--- config.mk ---
export PLATFORM = sky130hd
export DESIGN_NAME = dff_chain_loader
export DESIGN_NICKNAME = d
export VERILOG_FILES = /design/src/rtl/dff_chain_pkg.sv /design/src/rtl/loader_bit_counter.sv /design/src/rtl/dff_chain_loader.sv
export SDC_FILE = /design/constraint.sdc
export NUM_CORES = 1
export LEC_CHECK = 0
export ABC_CLOCK_PERIOD_IN_PS = 1540
export BUFFER_PORTS_ARGS = -buffer_cell sky130_fd_sc_hd__buf_2
export CAP_MARGIN = 10
export CORE_MARGIN = 2
export CORE_UTILIZATION = 40
export CTS_BUF_LIST = sky130_fd_sc_hd__clkbuf_8
export DETAILED_ROUTE_END_ITERATION = 8
export GPL_ROUTABILITY_DRIVEN = 0
export PLACE_DENSITY = 0.66
export SYNTH_ARGS = -nofsm -noshare
export SYNTH_HDL_FRONTEND = slang
export SYNTH_SLANG_ARGS = --single-unit
--- constraint.sdc ---
create_clock -name clk -period 1.54 [get_ports clk]
set_input_delay 0.231 -clock clk [delete_from_list [all_inputs] [get_ports clk]]
set_output_delay 0.231 -clock clk [all_outputs]
set_load 0.01 [all_outputs]
--- src/rtl/dff_chain_pkg.sv ---
// dff_chain_pkg: shared state encoding and WIDTH limits for the flip-flop chain loader.
package dff_chain_pkg;
  typedef enum logic [1:0] {IDLE, SHIFT, DONE} state_t;
  localparam int WIDTH_MIN = 2;
  localparam int WIDTH_MAX = 32;
endpackage

--- src/rtl/loader_bit_counter.sv ---
// loader_bit_counter: counts shifted bits; tc flags the cycle presenting the last bit.
module loader_bit_counter #(
  parameter int CW = 4,
  parameter int LAST = 7
) (
  input  logic clk,
  input  logic reset,
  input  logic clear,
  input  logic enable,
  output logic tc
);
  logic [CW-1:0] count;
  always_ff @(posedge clk or negedge reset)
    if (!reset) count <= '0;
    else if (clear) count <= '0;
    else if (enable) count <= count + 1'b1;
  assign tc = count == CW'(LAST);
endmodule

--- src/rtl/dff_chain_loader.sv ---
// dff_chain_loader: serialises a parallel word LSB-first into a downstream DFF chain.
// Define DFF_CHAIN_LOADER_PARITY_EN to append an even-parity bit after the data bits.
module dff_chain_loader
  import dff_chain_pkg::*;
#(
  parameter int WIDTH = 8
) (
  input  logic             clk,
  input  logic             reset,
  input  logic             in_valid,
  output logic             in_ready,
  input  logic [WIDTH-1:0] in_data,
  input  logic             abort,
  output logic             ser_d,
  output logic             ser_en,
  output logic             busy,
  output logic             done
);
`ifdef DFF_CHAIN_LOADER_PARITY_EN
  localparam int N = WIDTH + 1;
`else
  localparam int N = WIDTH;
`endif
  localparam int CW = $clog2(WIDTH + 2);
  logic [N-1:0] load_word, sreg, sreg_nx;
`ifdef DFF_CHAIN_LOADER_PARITY_EN
  assign load_word = {^in_data, in_data};
`else
  assign load_word = in_data;
`endif
  state_t state, state_nx;
  logic hs, tc, ser_d_nx, ser_en_nx, done_nx;
  assign hs = state == IDLE && in_ready && in_valid;
  loader_bit_counter #(.CW(CW), .LAST(N - 1)) u_cnt (
    .clk(clk),
    .reset(reset),
    .clear(hs),
    .enable(state == SHIFT),
    .tc(tc)
  );
  // Outputs are registered from next-state values so each bit appears the cycle after its decision.
  always_ff @(posedge clk or negedge reset)
    if (!reset) begin
      state <= IDLE;
      sreg <= '0;
      in_ready <= 1'b0;
      ser_en <= 1'b0;
      ser_d <= 1'b0;
      busy <= 1'b0;
      done <= 1'b0;
    end else begin
      state <= state_nx;
      sreg <= sreg_nx;
      in_ready <= state_nx == IDLE;
      ser_en <= ser_en_nx;
      ser_d <= ser_d_nx;
      busy <= state_nx != IDLE;
      done <= done_nx;
    end
  always_comb begin
    state_nx = state;
    sreg_nx = sreg;
    ser_en_nx = 1'b0;
    ser_d_nx = 1'b0;
    done_nx = 1'b0;
    case (state)
      IDLE: if (hs) begin
        state_nx = SHIFT;
        sreg_nx = load_word;
        ser_en_nx = 1'b1;
        ser_d_nx = load_word[0];
      end
      SHIFT: begin
        sreg_nx = sreg >> 1;
        if (abort) state_nx = IDLE;
        else if (tc) begin
          state_nx = DONE;
          done_nx = 1'b1;
        end else begin
          ser_en_nx = 1'b1;
          ser_d_nx = sreg[1];
        end
      end
      default: state_nx = IDLE;
    endcase
  end
endmodule

==> run_results.csv, run 1 <==
group,metric,value,unit
outcome,outcome,"finished, final reports clean",
route,wl_per_cell,13.7,um
clock_network,h-tree-depth,1,
clock_network,clock_sinks,18,
logic_synthesis,async_flop_share,100,%
cells_and_area,syn_to_final_growth,21.1,%
die,die_w,49.6,um
grt,grt_pass1_vias,661,
worst_hold_path,min_from,"abort",
critical_path,rr_worst_depth,3,
sta,fmax,0.745,GHz
critical_path,cp-start-kind,"flop",
power_and_ir_drop,power_density,1760,mW/mm^2
route,antenna_left,0,
power_and_ir_drop,max-vdd-ir-drop,0.933,mV
sta,fin_skew,0.00140,ns
cells_and_area,antenna_cells,0,
worst_hold_path,hold_path.class,"in -> reg",
critical_path,cp-startpoint,"state[0]",
route,drt_iter0_drc,13,
logic_synthesis,synth.distinct_cells,27,
critical_path,reg2reg_slack,0.20,ns
sta,rsz0062_at_grt,"false",
logic_synthesis,ys_seq_area_share,54.1,%
sta,setup_violations,0,
die,die_area,0.00246,sq mm
sta,tightest_slew,0.407,ns
sta,fin_crit_sh,87.2,%
logic_synthesis,synthTopCellsByArea,"dfrtp_1 (54%), and4b_1 (7.2%), a21oi_1 (4.8%), a22oi_1 (4.5%), o21ai_0 (2.4%)",
critical_path,regToRegStartpoint,"state[0]",
die,start_util,42.4,%
logic_synthesis,syn_nets,88,
clock_network,root_buffer,"clkbuf_8",
clock_network,cts_made_buffers,3,
job,cap_violations,0,
logic_synthesis,syn_area,832,sq um
route,dr.pass1.iters,4,
grt,groute.usage.overall,15.9,%
logic_synthesis,synth_edf_count,0,
placed_design,numPortBuffers,16,
logic_synthesis,yosysWarnings,0,
route,viasPerCell,5.25,
logic_synthesis,synth_common_cells,"dfrtp_1 (18), a21oi_1 (8), and4b_1 (6), a22oi_1 (5)",
logic_synthesis,synthFlopType,"dfrtp_1",
logic_synthesis,postSynthCellCount,75,
critical_path,required,1.68,ns
clock_network,cts.path.max_buffers,2,
critical_path,rr_endpoint,"u_cnt.count[3]",
grt,grt_pass1_wl,2930,um
grt,overflow,0,
power_and_ir_drop,leakage,0.487,nW
die,fp.dieH,49.6,um
logic_synthesis,synth_seq_cells,18,
grt,antenna_found_initial,0,
sta,finalCriticalPeriod,1.34,ns
grt,grt_max_degree,19,
sta,fin_ws,0.197,ns
sta,tns,0,ns
clock_network,cts_tree,"done",
placed_design,detailed_place_hpwl,1180,um
clock_network,path_clk_slew,0.06,ns
die,core,0.00196,sq mm
sta,relSlewSlack,72.8,%
die,num_rows,16,
clock_network,worstSkewPairLatency,0.25,ns
critical_path,crit_arrival,1.48,ns
route,routed_wl,1670,um
grt,busiest_layer,"met2",
critical_path,cp-endpoint,"u_cnt.count[3]",
sta,hold_viol,0,
cells_and_area,drive_gt1_share,27.4,%
logic_synthesis,syn_avg_cell_area,11.1,sq um
route,drc,0,
route,vias,641,
critical_path,end_kind,"flop",
logic_synthesis,yosys.area.top_type_share,54.1,%
critical_path,cp_max_fo,12,
cells_and_area,final_nets,109,
cells_and_area,utilization,51.3,%
placed_design,pre_cts_ws,0.217,ns
die,io_pins,17,
logic_synthesis,synth.most_common_cell,"dfrtp_1",
grt,grt_use_met3,3.03,%
grt,use_met2,23.3,%
critical_path,critPathKind,"reg -> reg",
logic_synthesis,synth_area_leader_cell,"dfrtp_1",
clock_network,post_cts_buffers,0,
sta,drv_slew,0,
grt,met1_usage,21.6,%
[placed cells by master, fill, tap and decap left out, drive strengths merged, types with 2 or more instances in the layout]
cell / instances
buf: 19
a21o: 2
dfrtp: 18
a21oi: 8
and4b: 6
a22oi: 5
o21ai: 7
clkbuf: 4
nor2: 6
nand2: 3
nor3: 2
[area by class of cell]
type | count | area [sq um]
Fill cell | 195 | 955
Sequential cell | 18 | 450
Multi-Input combinational cell | 52 | 352
Timing Repair Buffer | 20 | 113
Clock buffer | 4 | 55.1
Tap cell | 27 | 33.8
Inverter | 1 | 3.75
[report_power, final]
group	switching, W	internal [W]	total [W]	leakage (nW)
Clock	0.000153	0.000227	0.000380	0.0288
Sequential	0.000174	0.000655	0.000829	0.232
Combinational	0.000295	0.000269	0.000563	0.226
[timing repair]
item,CTS,global route
endpoints found under the hold margin,18,0
gates resized for setup,0,0
hold buffers,1,0
[metal layers]
metal	routed length [um]	up-vias
li1	-	315
met1	810	304
met2	747	17
met3	67	5
met4	46	0
met5	0	-
[logic make-up after synthesis]
logic type / synth area share [%]
adders and majority gates: 1.50
DFF: 54.1
muxes: 3.01
buffers and inverters: 3.61
AOI/OAI and AO/OA: 16.5
xor gates and xnor gates: 2.11
and+or+nand+nor: 19.1
[worst max-delay path, stage by stage (launching register included)]
cell,delay [ns]
dfrtp_1,0.54
nor2b_1,0.23
nand4_1,0.15
mux2_4,0.31
[sequential cells by signal, summed over array words and instances, names as in the netlist]
register / flops
busy: 1
done: 1
in_ready: 1
ser_d: 1
ser_en: 1
sreg: 7
state: 2
u_cnt.count: 4
[through the flow]
step | area [sq um] | power, W | cells | hold WS, ns
final | 1010 | 0.00177 | 122 | 0.171
after global routing | 1010 | 0.00192 | 122 | 0.180
after global placement | 942 | 0.00138 | 117 | 0.175
after detailed placement | 942 | 0.00139 | 117 | 0.182
after floorplan | 832 | 0.00121 | 75 | -0.0646
after CTS | 1010 | 0.00179 | 122 | 0.169
[worst min path at each step]
stage	endpoint	slack [ns]	cells past startpoint
floorplan	busy	-0.06	0
finish	done	0.17	2
global placement	sreg[5]	0.17	1
global route	done	0.18	2
detailed placement	sreg[5]	0.18	1
CTS	done	0.17	2
Power figures use the tool's default switching activity.
==> inputs of run 2 (changes only) <==
CELL_PAD_IN_SITES_DETAIL_PLACEMENT = 0   (was default)
CELL_PAD_IN_SITES_GLOBAL_PLACEMENT = 1   (was default)
PLACE_DENSITY = 0.8   (was 0.66)
==> run 2 against run 1 <==
Via count decreased by 0.31%. Sequential power decreased by 2.5%. Hold slack gained 0.0053 ns. Critical path depth stayed put. Count of clock-buffer cells in the layout unchanged. Clock skew rose by 0.0023 ns. Die area unchanged. Worst setup slack improved by 0.10 ns. Sequential cell count unchanged. Clock power down 1%. Power grew 0.84%. Wire length is 1.9% higher.
==> run_results.csv, run 2 (synthesized netlist as in run 1, its figures left out) <==
group,metric,value,unit
critical_path,cp.buffers_inverters,1,
route,antenna_left,0,
power_and_ir_drop,clock_power_share,21.1,%
placed_design,placed_cell_area,950,sq um
sta,tightest_slew,0.408,ns
cells_and_area,final_area,0.00101,sq mm
cells_and_area,biggestRegsByFlops,"sreg x7, u_cnt.count x4, state x2",
worst_hold_path,hold_depth,2,
grt,groute.usage.overall,15.8,%
cells_and_area,final_nets,110,
worst_hold_path,min_from,"abort",
power_and_ir_drop,p_int,0.00117,W
route,dr.pass1.iters,4,
die,fp.dieH,49.6,um
worst_hold_path,hold_end,"state[1]",
clock_network,cts_made_buffers,3,
sta,fin_crit_sh,80.7,%
cells_and_area,fill_cells,192,
grt,grt_pass1_vias,626,
clock_network,cts-resized-gates,0,
clock_network,worstSkewPairLatency,0.25,ns
outcome,outcome,"finished, final reports clean",
sta,hold_viol,0,
critical_path,cpLargestDelayFamily,"simple AND/OR/NAND/NOR gates",
job,cap_violations,0,
grt,grt_max_degree,19,
critical_path,cp_slowest_cell,"dfrtp_1",
clock_network,path_clk_slew,0.07,ns
sta,tns,0,ns
cells_and_area,final_cell_mix,"dfrtp_1 (18), buf_2 (16), a21oi_1 (8)",
critical_path,cp-start-kind,"flop",
cells_and_area,drive_gt1_share,28.1,%
die,die_area,0.00246,sq mm
sta,holdWs,0.176,ns
critical_path,cp_max_fo,10,
power_and_ir_drop,combPwrFrac,33.8,%
grt,overflow,0,
grt,antenna_found_initial,0,
critical_path,max_stage_delay,0.46,ns
critical_path,rr_endpoint,"busy",
clock_network,post_cts_buffers,0,
die,die_w,49.6,um
critical_path,path_cells,"and4bb_1 -> buf_4 -> or2_1",
clock_network,h-tree-depth,1,
critical_path,end_kind,"flop",
critical_path,regToRegStartpoint,"in_ready",
power_and_ir_drop,max-vdd-ir-drop,0.863,mV
critical_path,reg2reg_slack,0.30,ns
die,num_rows,16,
die,core,0.00196,sq mm
critical_path,crit_arrival,1.38,ns
power_and_ir_drop,sw_frac_of_total,34.7,%
cells_and_area,antenna_cells,0,
placed_design,detailed_place_hpwl,1260,um
cells_and_area,syn_to_final_growth,22.0,%
route,routed_wl,1700,um
clock_network,cts.path.max_buffers,2,
cells_and_area,regMostFlops,"sreg",
sta,finalCriticalPeriod,1.24,ns
power_and_ir_drop,power_density,1760,mW/mm^2
power_and_ir_drop,p_sw,0.000620,W
route,drc,0,
placed_design,numPortBuffers,16,
critical_path,rr_worst_depth,3,
sta,rsz0062_at_grt,"false",
sta,fin_skew,0.00371,ns
cells_and_area,mostFrequentLayoutCell,"dfrtp_1",
route,drt_iter0_drc,13,
route,viasPerCell,5.20,
critical_path,required,1.68,ns
grt,grt_pass1_wl,2920,um
cells_and_area,largest_reg_flops,7,
clock_network,root_buffer,"clkbuf_8",
clock_network,holdBufCountCts,1,
sta,drv_slew,0,
power_and_ir_drop,p_seq_share,45.2,%
critical_path,critPathKind,"reg -> reg",
clock_network,cts_tree,"done",
worst_hold_path,hold_path.class,"in -> reg",
die,io_pins,17,
power_and_ir_drop,leakage,0.492,nW
sta,relSlewSlack,72.8,%
route,wl_per_cell,13.8,um
sta,setup_violations,0,
clock_network,clock_sinks,18,
route,vias,639,
sta,fmax,0.805,GHz
die,start_util,42.4,%
run 2: cell types whose count changed in the layout (fill, tap and decap cells not counted), sizes merged:
cell and delta:
buf +1
run 2: how the worst max path moves through the flow:
stage                     startpoint        endpoint  slack, ns  cells after the start
after floorplan             state[1]  u_cnt.count[3]       0.33                      4
after global placement      in_ready            busy       0.33                      3
after detailed placement    in_ready            busy       0.31                      3
after CTS                   in_ready            busy       0.30                      3
after global routing        in_ready            busy       0.21                      3
final                       in_ready            busy       0.30                      3
run 2: worst register-to-register path, delay by kind of cell (launching register included):
| kind | cells | cell delay (ns) |
|---|---|---|
| and+or+nand+nor | 2 | 0.50 |
| DFF | 1 | 0.46 |
| buffers and inverters | 1 | 0.17 |
run 2: power groups by stage:
stage / Combinational, W / Sequential [W] / Clock (W)
3_5_place_dp: 0.000611 / 0.000814 / 0
2_1_floorplan: 0.000421 / 0.000791 / 0
5_1_grt: 0.000674 / 0.000837 / 0.000417
3_3_place_gp: 0.000600 / 0.000805 / 0
6_report: 0.000603 / 0.000808 / 0.000376
4_1_cts: 0.000615 / 0.000809 / 0.000387
run 2: metal layers:
layer / GRT usage [%] / wire [um] / up-vias
li1: - / - / 317
met1: 20.0 / 747 / 304
met2: 25.3 / 846 / 14
met3: 3.03 / 73 / 4
met4: 8.33 / 36 / 0
met5: 0 / 0 / -
run 2: metrics by stage:
stage	util, %	power, W	setup slack, ns	cells
finish	51.7	0.00179	0.298	123
global route	51.7	0.00193	0.212	123
global placement	48.4	0.00140	0.327	118
detailed placement	48.4	0.00143	0.306	118
CTS	51.7	0.00181	0.296	123
floorplan	-	0.00121	0.331	75
run 2: cell type report:
type / instances / area, sq um / area share [%]
Multi-Input combinational cell: 52 / 352 / 34.6
Tap cell: 27 / 33.8 / 3.33
Timing Repair Buffer: 21 / 120 / 11.8
Sequential cell: 18 / 450 / 44.4
Clock buffer: 4 / 55.1 / 5.43
Inverter: 1 / 3.75 / 0.370
==> inputs of run 3 (changes only) <==
ABC_CLOCK_PERIOD_IN_PS = 1200   (was 1540)
clock period = 1.2 ns   (was 1.54 ns; I/O delays follow)
==> run 3 against run 2 <==
The flow now finishes with violations (setup timing). Largest cell class unchanged. Global-route usage rose by 0.70 points. Critical path type unchanged. Worst setup slack worse by 0.30 ns. Non-clock buffer count grew 5. Critical endpoint is now u_cnt.count[3]. Sequential power increased by 25%. Largest power group unchanged. Critical path depth is the same. Cell count up 4.1%. Power increased by 38%.
==> run_results.csv, run 3 (synthesized netlist as in run 1, its figures left out) <==
group,metric,value,unit
outcome,outcome,"finished, violations left",
outcome,failed_checks,"setup timing",
cells_and_area,biggestRegsByFlops,"sreg x7, u_cnt.count x4, state x2",
die,num_rows,16,
critical_path,end_kind,"flop",
power_and_ir_drop,p_sw,0.000850,W
die,core,0.00196,sq mm
critical_path,cp_slowest_cell,"dfrtp_1",
sta,fmax,0.833,GHz
grt,grt_max_degree,19,
power_and_ir_drop,combPwrFrac,38.9,%
cells_and_area,mostFrequentLayoutCell,"dfrtp_1",
power_and_ir_drop,p_seq_share,40.9,%
critical_path,rr_endpoint,"u_cnt.count[3]",
clock_network,h-tree-depth,1,
clock_network,path_clk_slew,0.07,ns
cells_and_area,regMostFlops,"sreg",
power_and_ir_drop,clock_power_share,20.2,%
critical_path,cp-start-kind,"flop",
clock_network,cts_tree,"done",
cells_and_area,antenna_cells,0,
power_and_ir_drop,p_int,0.00161,W
grt,grt_pass1_wl,3060,um
sta,fin_ws,-0.000721,ns
route,drt_iter0_drc,8,
route,drc,0,
worst_hold_path,hold_end,"ser_d",
cells_and_area,final_cell_mix,"dfrtp_1 (17), buf_2 (16), a21oi_1 (8), buf_4 (8), and4b_1 (6)",
cells_and_area,largest_reg_flops,7,
placed_design,placed_cell_area,988,sq um
sta,finalCriticalPeriod,1.20,ns
grt,antenna_found_initial,0,
power_and_ir_drop,sw_frac_of_total,34.5,%
sta,fin_crit_sh,100,%
sta,fin_skew,0.00652,ns
critical_path,reg2reg_slack,-0.0007,ns
grt,groute.usage.overall,16.5,%
route,dr.pass1.iters,4,
cells_and_area,final_area,0.00108,sq mm
die,start_util,42.4,%
critical_path,path_cells,"and4bb_2 -> nor2_2 -> mux2_4",
critical_path,required,1.35,ns
die,fp.dieH,49.6,um
route,antenna_left,0,
cells_and_area,syn_to_final_growth,29.5,%
cells_and_area,utilization,54.9,%
route,viasPerCell,5.34,
die,die_w,49.6,um
placed_design,detailed_place_hpwl,1280,um
power_and_ir_drop,max-vdd-ir-drop,1.18,mV
critical_path,rr_worst_depth,3,
critical_path,cp.buffers_inverters,0,
route,routed_wl,1760,um
worst_hold_path,min_from,"in_data[0]",
clock_network,root_buffer,"clkbuf_8",
clock_network,clock_sinks,18,
critical_path,critPathKind,"reg -> reg",
clock_network,cts.path.max_buffers,2,
sta,drv_slew,0,
clock_network,post_cts_buffers,0,
worst_hold_path,hold_path.class,"in -> reg",
placed_design,numPortBuffers,16,
critical_path,max_stage_delay,0.42,ns
route,wl_per_cell,13.7,um
critical_path,regToRegStartpoint,"state[0]",
placed_design,pre_cts_ws,-0.00505,ns
clock_network,cts_made_buffers,3,
sta,setup_violations,1,
critical_path,cpLargestDelayFamily,"flip-flops",
grt,overflow,0,
cells_and_area,final_nets,115,
sta,relSlewSlack,73.2,%
critical_path,crit_arrival,1.35,ns
cells_and_area,drive_gt1_share,35.6,%
sta,tightest_slew,0.403,ns
die,die_area,0.00246,sq mm
power_and_ir_drop,leakage,0.521,nW
sta,hold_viol,0,
grt,grt_pass1_vias,671,
job,cap_violations,0,
sta,rsz0062_at_grt,"true",
worst_hold_path,hold_depth,2,
critical_path,cp_max_fo,4,
die,io_pins,17,
power_and_ir_drop,power_density,2280,mW/mm^2
clock_network,worstSkewPairLatency,0.26,ns
route,vias,683,
-- run 3: power groups by stage --
stage          logic [W]  registers [W]  clock network (W)
2_1_floorplan   0.000552        0.00102                  0
3_3_place_gp    0.000882        0.00101                  0
3_5_place_dp    0.000898        0.00102                  0
4_1_cts         0.000909        0.00100           0.000509
5_1_grt          0.00108        0.00104           0.000537
6_report        0.000957        0.00101           0.000497
-- run 3: cell type report --
cell class / instances / area, sq um
fillers: 198 / 885
flip-flops and latches: 18 / 452
multi-input cells: 52 / 372
repair buffers: 26 / 161
clock buffers: 4 / 55.1
well taps: 27 / 33.8
inverters: 1 / 3.75
-- run 3: worst max-delay path by stage --
| stage | endpoint | slack [ns] | cells past startpoint | start |
|---|---|---|---|---|
| 2_1_floorplan | u_cnt.count[3] | 0.006 | 4 | state[1] |
| 3_3_place_gp | busy | 0.06 | 3 | state[1] |
| 3_5_place_dp | u_cnt.count[3] | -0.005 | 3 | state[0] |
| 4_1_cts | busy | -0.008 | 3 | state[1] |
| 5_1_grt | u_cnt.count[3] | -0.04 | 3 | state[0] |
| 6_report | u_cnt.count[3] | -0.0007 | 3 | state[0] |
-- run 3: routing by layer --
layer	vias to the layer above	routed length, um	share of wire (%)	global-route usage (%)
met5	-	0	0	0
met4	0	38	2.2	6.94
met3	5	95	5.4	3.94
met2	20	813	46	25.6
met1	328	813	46	22.0
li1	330	-	-	-
-- run 3: repair_timing --
item,CTS,global route
hold endpoints to repair,18,0
pin swaps,0,2
setup endpoints to repair,1,8
hold buffers,1,0
gates resized for setup,1,7
-- run 3: through the flow --
| stage | hold WS (ns) | setup TNS, ns | power, W | instances |
|---|---|---|---|---|
| final | 0.133 | -0.000721 | 0.00246 | 128 |
| after detailed placement | 0.134 | -0.00505 | 0.00191 | 123 |
| after global routing | 0.146 | -0.125 | 0.00265 | 128 |
| after global placement | 0.133 | 0 | 0.00189 | 123 |
| after CTS | 0.112 | -0.00751 | 0.00242 | 128 |
| after floorplan | -0.116 | 0 | 0.00157 | 75 |
